[config.mk]
export PLATFORM = sky130hd
export DESIGN_NAME = fpaddsub_align_coarse_stage
export DESIGN_NICKNAME = d
export VERILOG_FILES = /design/src/rtl/fpaddsub_pkg.sv /design/src/rtl/fpaddsub_skid_buf.sv /design/src/rtl/fpaddsub_align_coarse_stage.sv
export SDC_FILE = /design/constraint.sdc
export NUM_CORES = 1
export LEC_CHECK = 0
export BUFFER_PORTS_ARGS = -buffer_cell sky130_fd_sc_hd__buf_2
export CORE_MARGIN = 2
export CORE_UTILIZATION = 45
export DETAILED_ROUTE_END_ITERATION = 7
export GPL_TIMING_DRIVEN = 0
export PLACE_DENSITY = 0.79
export SLEW_MARGIN = 40
export SYNTH_ARGS = -nofsm -noshare
export SYNTH_HDL_FRONTEND = slang
export SYNTH_SLANG_ARGS = --single-unit
[constraint.sdc]
create_clock -name clk -period 2.5 [get_ports clk]
set_input_delay 0.5 -clock clk [delete_from_list [all_inputs] [get_ports clk]]
set_output_delay 0.5 -clock clk [all_outputs]
set_load 0.01 [all_outputs]
[src/rtl/fpaddsub_pkg.sv]
// ============================================================================
//  Module   : fpaddsub_pkg
//  Purpose  : Shared widths and payload type for the FP add/sub align stages.
//  Revision : 1.0 - initial release
// ============================================================================
`default_nettype none

package fpaddsub_pkg;

   localparam int MANTISSA = 10;
   localparam int EXPONENT = 5;

   typedef struct packed {
      logic [MANTISSA:0] mmax;
      logic [MANTISSA:0] mminp;
      logic [1:0]        shift;
      logic              sticky;
   } align_payload_t;

endpackage

`default_nettype wire

[src/rtl/fpaddsub_skid_buf.sv]
// ============================================================================
//  Module   : fpaddsub_skid_buf
//  Purpose  : Two-entry skid buffer (main + skid) with registered ready.
//  Revision : 1.0 - initial release
// ============================================================================
`default_nettype none

module fpaddsub_skid_buf #(
   parameter type T = logic [7:0]
) (
   input  logic clk,
   input  logic rst,
   input  logic i_in_valid,
   output logic o_in_ready,
   input  T     i_in_data,
   output logic o_out_valid,
   input  logic i_out_ready,
   output T     o_out_data
);

   localparam logic [1:0] S_EMPTY = 2'd0;
   localparam logic [1:0] S_ONE   = 2'd1;
   localparam logic [1:0] S_FULL  = 2'd2;

   logic [1:0] r_state;
   logic [1:0] w_state_next;
   T           r_main;
   T           r_skid;
   logic       w_accept;
   logic       w_load_main_in;
   logic       w_load_main_skid;
   logic       w_load_skid;

   always_ff @(posedge clk) begin
      if (rst) begin
         r_state <= S_EMPTY;
      end else begin
         r_state <= w_state_next;
      end
   end

   always_comb begin
      w_state_next     = r_state;
      w_accept         = i_in_valid && (r_state != S_FULL);
      w_load_main_in   = 1'b0;
      w_load_main_skid = 1'b0;
      w_load_skid      = 1'b0;
      case (r_state)
         S_EMPTY: begin
            if (w_accept) begin
               w_load_main_in = 1'b1;
               w_state_next   = S_ONE;
            end
         end
         S_ONE: begin
            if (w_accept && i_out_ready) begin
               w_load_main_in = 1'b1;
            end else if (w_accept) begin
               w_load_skid  = 1'b1;
               w_state_next = S_FULL;
            end else if (i_out_ready) begin
               w_state_next = S_EMPTY;
            end
         end
         S_FULL: begin
            if (i_out_ready) begin
               w_load_main_skid = 1'b1;
               w_state_next     = S_ONE;
            end
         end
         default: begin
            w_state_next = S_EMPTY;
         end
      endcase
   end

   // Ready depends only on the state register, never on i_out_ready.
   always_comb begin
      o_out_valid = (r_state != S_EMPTY);
      o_in_ready  = (r_state != S_FULL);
      o_out_data  = r_main;
   end

   always_ff @(posedge clk) begin
      if (rst) begin
         r_main <= '0;
         r_skid <= '0;
      end else begin
         if (w_load_main_in) begin
            r_main <= i_in_data;
         end else if (w_load_main_skid) begin
            r_main <= r_skid;
         end
         if (w_load_skid) begin
            r_skid <= i_in_data;
         end
      end
   end

endmodule

`default_nettype wire

[src/rtl/fpaddsub_align_coarse_stage.sv]
// ============================================================================
//  Module   : fpaddsub_align_coarse_stage
//  Purpose  : Coarse multiple-of-4 alignment shift with sticky, skid-buffered.
//  Revision : 1.0 - initial release
// ============================================================================
`default_nettype none

module fpaddsub_align_coarse_stage #(
   parameter int MANTISSA = fpaddsub_pkg::MANTISSA,
   parameter int EXPONENT = fpaddsub_pkg::EXPONENT
) (
   input  logic                clk,
   input  logic                rst,
   input  logic                in_valid,
   output logic                in_ready,
   input  logic [MANTISSA:0]   MmaxIn,
   input  logic [MANTISSA:0]   MminIn,
   input  logic [EXPONENT-1:0] ExpDiff,
   output logic                out_valid,
   input  logic                out_ready,
   output logic [MANTISSA:0]   Mmax,
   output logic [MANTISSA:0]   MminP,
   output logic [1:0]          Shift,
   output logic                Sticky
);

   import fpaddsub_pkg::*;

   localparam logic [EXPONENT-1:0] c_sat_limit = EXPONENT'(MANTISSA);

   logic                w_saturate;
   logic [EXPONENT-1:0] w_shamt;
   logic [MANTISSA:0]   w_mask;
   logic [MANTISSA:0]   w_mminp;
   logic [1:0]          w_shift;
   logic                w_sticky;
   align_payload_t      w_in_payload;
   align_payload_t      w_out_payload;

   // Shift by whole nibbles here; the low two bits go on to the fine stage.
   always_comb begin
      w_saturate = (ExpDiff > c_sat_limit);
      w_shamt    = {ExpDiff[EXPONENT-1:2], 2'b00};
      w_mask     = ~({(MANTISSA+1){1'b1}} << w_shamt);
      if (w_saturate) begin
         w_mminp  = '0;
         w_shift  = 2'b00;
         w_sticky = |MminIn;
      end else begin
         w_mminp  = MminIn >> w_shamt;
         w_shift  = ExpDiff[1:0];
         w_sticky = |(MminIn & w_mask);
      end
   end

   assign w_in_payload = '{mmax: MmaxIn, mminp: w_mminp, shift: w_shift, sticky: w_sticky};

   fpaddsub_skid_buf #(
      .T (align_payload_t)
   ) u_skid_buf (
      .clk         (clk),
      .rst         (rst),
      .i_in_valid  (in_valid),
      .o_in_ready  (in_ready),
      .i_in_data   (w_in_payload),
      .o_out_valid (out_valid),
      .i_out_ready (out_ready),
      .o_out_data  (w_out_payload)
   );

   assign Mmax   = w_out_payload.mmax;
   assign MminP  = w_out_payload.mminp;
   assign Shift  = w_out_payload.shift;
   assign Sticky = w_out_payload.sticky;

endmodule

`default_nettype wire

==> flow_summary_export.csv <==
group,metric,value,unit
synth,synth.most_common_cell,"nand2_1",
synth,yosysWarnings,0,
grt,overflow,0,
cts,postCtsHoldBufs,0,
cts,cts_made_buffers,5,
grt,use_met3,0.0427,
placed_design,io_buffer_count,55,
status,outcome,"complete, no violations",
grt,grt_pass1_vias,2124,
route,drt_iter0_drc,185,
synth,synthArstFlopShare,0,
pwr,p_sw,446,uW
route,via_count,2220,
timing,setup-tns-final,0,ps
pwr,clock_power_share,0.363,
worst_setup_path,worstPathMaxFanout,8,
route,wirelength,5.85,mm
worst_setup_path,cp-end-kind,"output port",
synth,syn-cell-area,2370,sq um
timing,worstMarginPinSlew,672,ps
synth,syn_avg_cell_area,8.48,sq um
route,vias_per_cell,5.39,
grt,grt_pass1_wl,9.75,mm
placed_design,gp_congestion,0.844,
synth,synth_top_area_cell,"dfxtp_1",
pwr,total_power,1.82,mW
cells_and_area,drive_gt1_frac,0.275,
timing,fmax,0.605,GHz
worst_hold_path,hold_class,"input port to register",
timing,whs,434,ps
floorplan,die_w,76.6,um
worst_setup_path,crit_type,"register to output port",
synth,synth_top_area_share,0.439,
route,drc,0,
pwr,power_density,634,nW/um^2
timing,finClkSkew,10.4,ps
cells_and_area,final-seq-area,1040,sq um
cells_and_area,nFillCells,487,
floorplan,core_area,5110,sq um
grt,met1_usage,0.262,
grt,grtUsageTotal,0.207,
worst_setup_path,cp-start-kind,"register",
grt,grt-busiest-layer,"met2",
floorplan,initial_core_util,0.465,
timing,slew_headroom,0.552,
worst_setup_path,r2r_cells,5,
synth,ys_top_cells_by_area,"dfxtp_1 (44%), nand2_1 (12%), a21oi_1 (9.3%)",
cells_and_area,multi_input_area,1200,sq um
synth,synth_cells,280,
cts,cts_tree,"done",
worst_setup_path,crit_arrival,1150,ps
pwr,combPwrFrac,0.149,
timing,setup_viol,0,
run,maxCapViolCount,0,
cts,ctsHtreeMaxLevel,2,
synth,synth_commonest_cells,"nand2_1 (77), dfxtp_1 (52), a21oi_1 (44)",
cts,postCtsResizedCells,0,
timing,finalMaxSlewViolations,0,
synth,ys.flop_type,"dfxtp_1",
grt,met2_usage,0.347,
floorplan,rows,26,
timing,rsz0062_at_grt,"false",
placed_design,dp.final_hpwl,4.21,mm
placed_design,place_area,2740,sq um
cts,cts-root-buf,"clkbuf_8",
grt,grt_antenna_before_repair,0,
cells_and_area,n_antenna_cell,0,
synth,synth.distinct_cells,37,
synth,synth-seq-cells,52,
pwr,p_leak,1.14,nW
worst_hold_path,holdPathStages,3,
cells_and_area,design_area,2870,sq um
synth,syn_nets,311,
cells_and_area,nets,373,
timing,report.final.hold_viol_count,0,
timing,period_share,0.661,
cts,postCtsSetupRepairBufs,0,
pwr,swShare,0.245,
cts,clk-insertion-delay-late,300,ps
route,drtAntennaViolNets,0,
pwr,p_int,1.37,mW
floorplan,dieArea,5870,sq um
cts,cts_buffer_depth,2,
cts,clk_pin_slew,100,ps
pwr,vdd_drop_max,0.316,mV
floorplan,num_io_pins,58,
grt,grt_max_degree,16,
synth,ys_seq_area_frac,0.439,
cells_and_area,area_growth,20.7,%
worst_setup_path,cp.required,2000,ps
floorplan,die_h,76.6,um
route,dr.pass1.iters,4,
pwr,seq_power_share,0.487,
route,wl_per_cell,14.2,um
cts,clock-sinks,52,
cells_and_area,final_core_util,0.561,
synth,synth_enable_flop_cells,0,
timing,min_period,1650,ps
==> sequential cells by signal, indices dropped and copies added (netlist names) <==
| name | cells |
|---|---|
| u_skid_buf.r_skid | 25 |
| u_skid_buf.o_out_data | 25 |
| u_skid_buf.r_state | 2 |
==> placed cells by master (no fill, tap or decap), types with 2 or more instances in the layout <==
| cell type | n |
|---|---|
| a311oi_2 | 9 |
| nand2_1 | 77 |
| buf_2 | 65 |
| clkbuf_1 | 6 |
| o2bb2ai_1 | 3 |
| o31a_1 | 2 |
| a21oi_1 | 44 |
| a31oi_1 | 3 |
| a22oi_1 | 11 |
| nor2_1 | 14 |
| dfxtp_1 | 52 |
| clkbuf_8 | 5 |
| buf_6 | 5 |
| nor2b_1 | 4 |
| nand3_1 | 8 |
| a311oi_1 | 3 |
| mux2i_1 | 8 |
| bufinv_16 | 2 |
==> power groups by stage <==
stage               Combinational (mW)  Clock (mW)  Sequential [mW]
finish                           0.271       0.660            0.885
detailed placement               0.269           0            0.905
floorplan                        0.155           0            0.917
global route                     0.298       0.695            0.891
global placement                 0.266           0            0.904
CTS                              0.271       0.670            0.885
==> cell families (layout without fill, tap and decap cells) <==
group,after synthesis,in the layout,synth area share
compound gates,81,81,0.246
buf+inv,22,84,0.0575
flops,52,52,0.439
mux,9,9,0.0385
simple gates,116,116,0.219
==> per-layer routing <==
metal	routed length [um]	up-vias
met1	2530	1030
met5	0	-
met4	102	0
li1	-	1103
met3	343	13
met2	2870	74
==> worst max-delay path: stages, from the launching register on <==
cell and delay (ps):
dfxtp_1 400, or2_2 310, buf_2 140
==> final timing paths <==
kind | slack, ps | end | from
max reg2reg | 990 | u_skid_buf.o_out_data[13]$_SDFFE_PP0P_ | u_skid_buf.r_state[1]$_SDFFE_PP0P_
min reg2reg | 460 | u_skid_buf.o_out_data[21]$_SDFFE_PP0P_ | u_skid_buf.o_out_data[21]$_SDFFE_PP0P_
max | 850 | out_valid | u_skid_buf.r_state[1]$_SDFFE_PP0P_
min | 430 | u_skid_buf.r_skid[18]$_SDFFE_PP0P_ | MmaxIn[4]
==> through the flow <==
step / std cells / worst slack (ps)
after floorplan: 280 / 1040
after global placement: 405 / 774
after detailed placement: 405 / 758
after CTS: 412 / 844
after global routing: 412 / 792
final: 412 / 847
==> cell type report <==
class / count / area share
clock buffers: 5 / 0.0240
flip-flops and latches: 52 / 0.363
multi-input cells: 206 / 0.417
repair buffers: 55 / 0.0961
clock inverters: 2 / 0.0210
plain buffers: 22 / 0.0476
well taps: 70 / 0.0306
No activity file was read; power rests on OpenSTA's default activity.
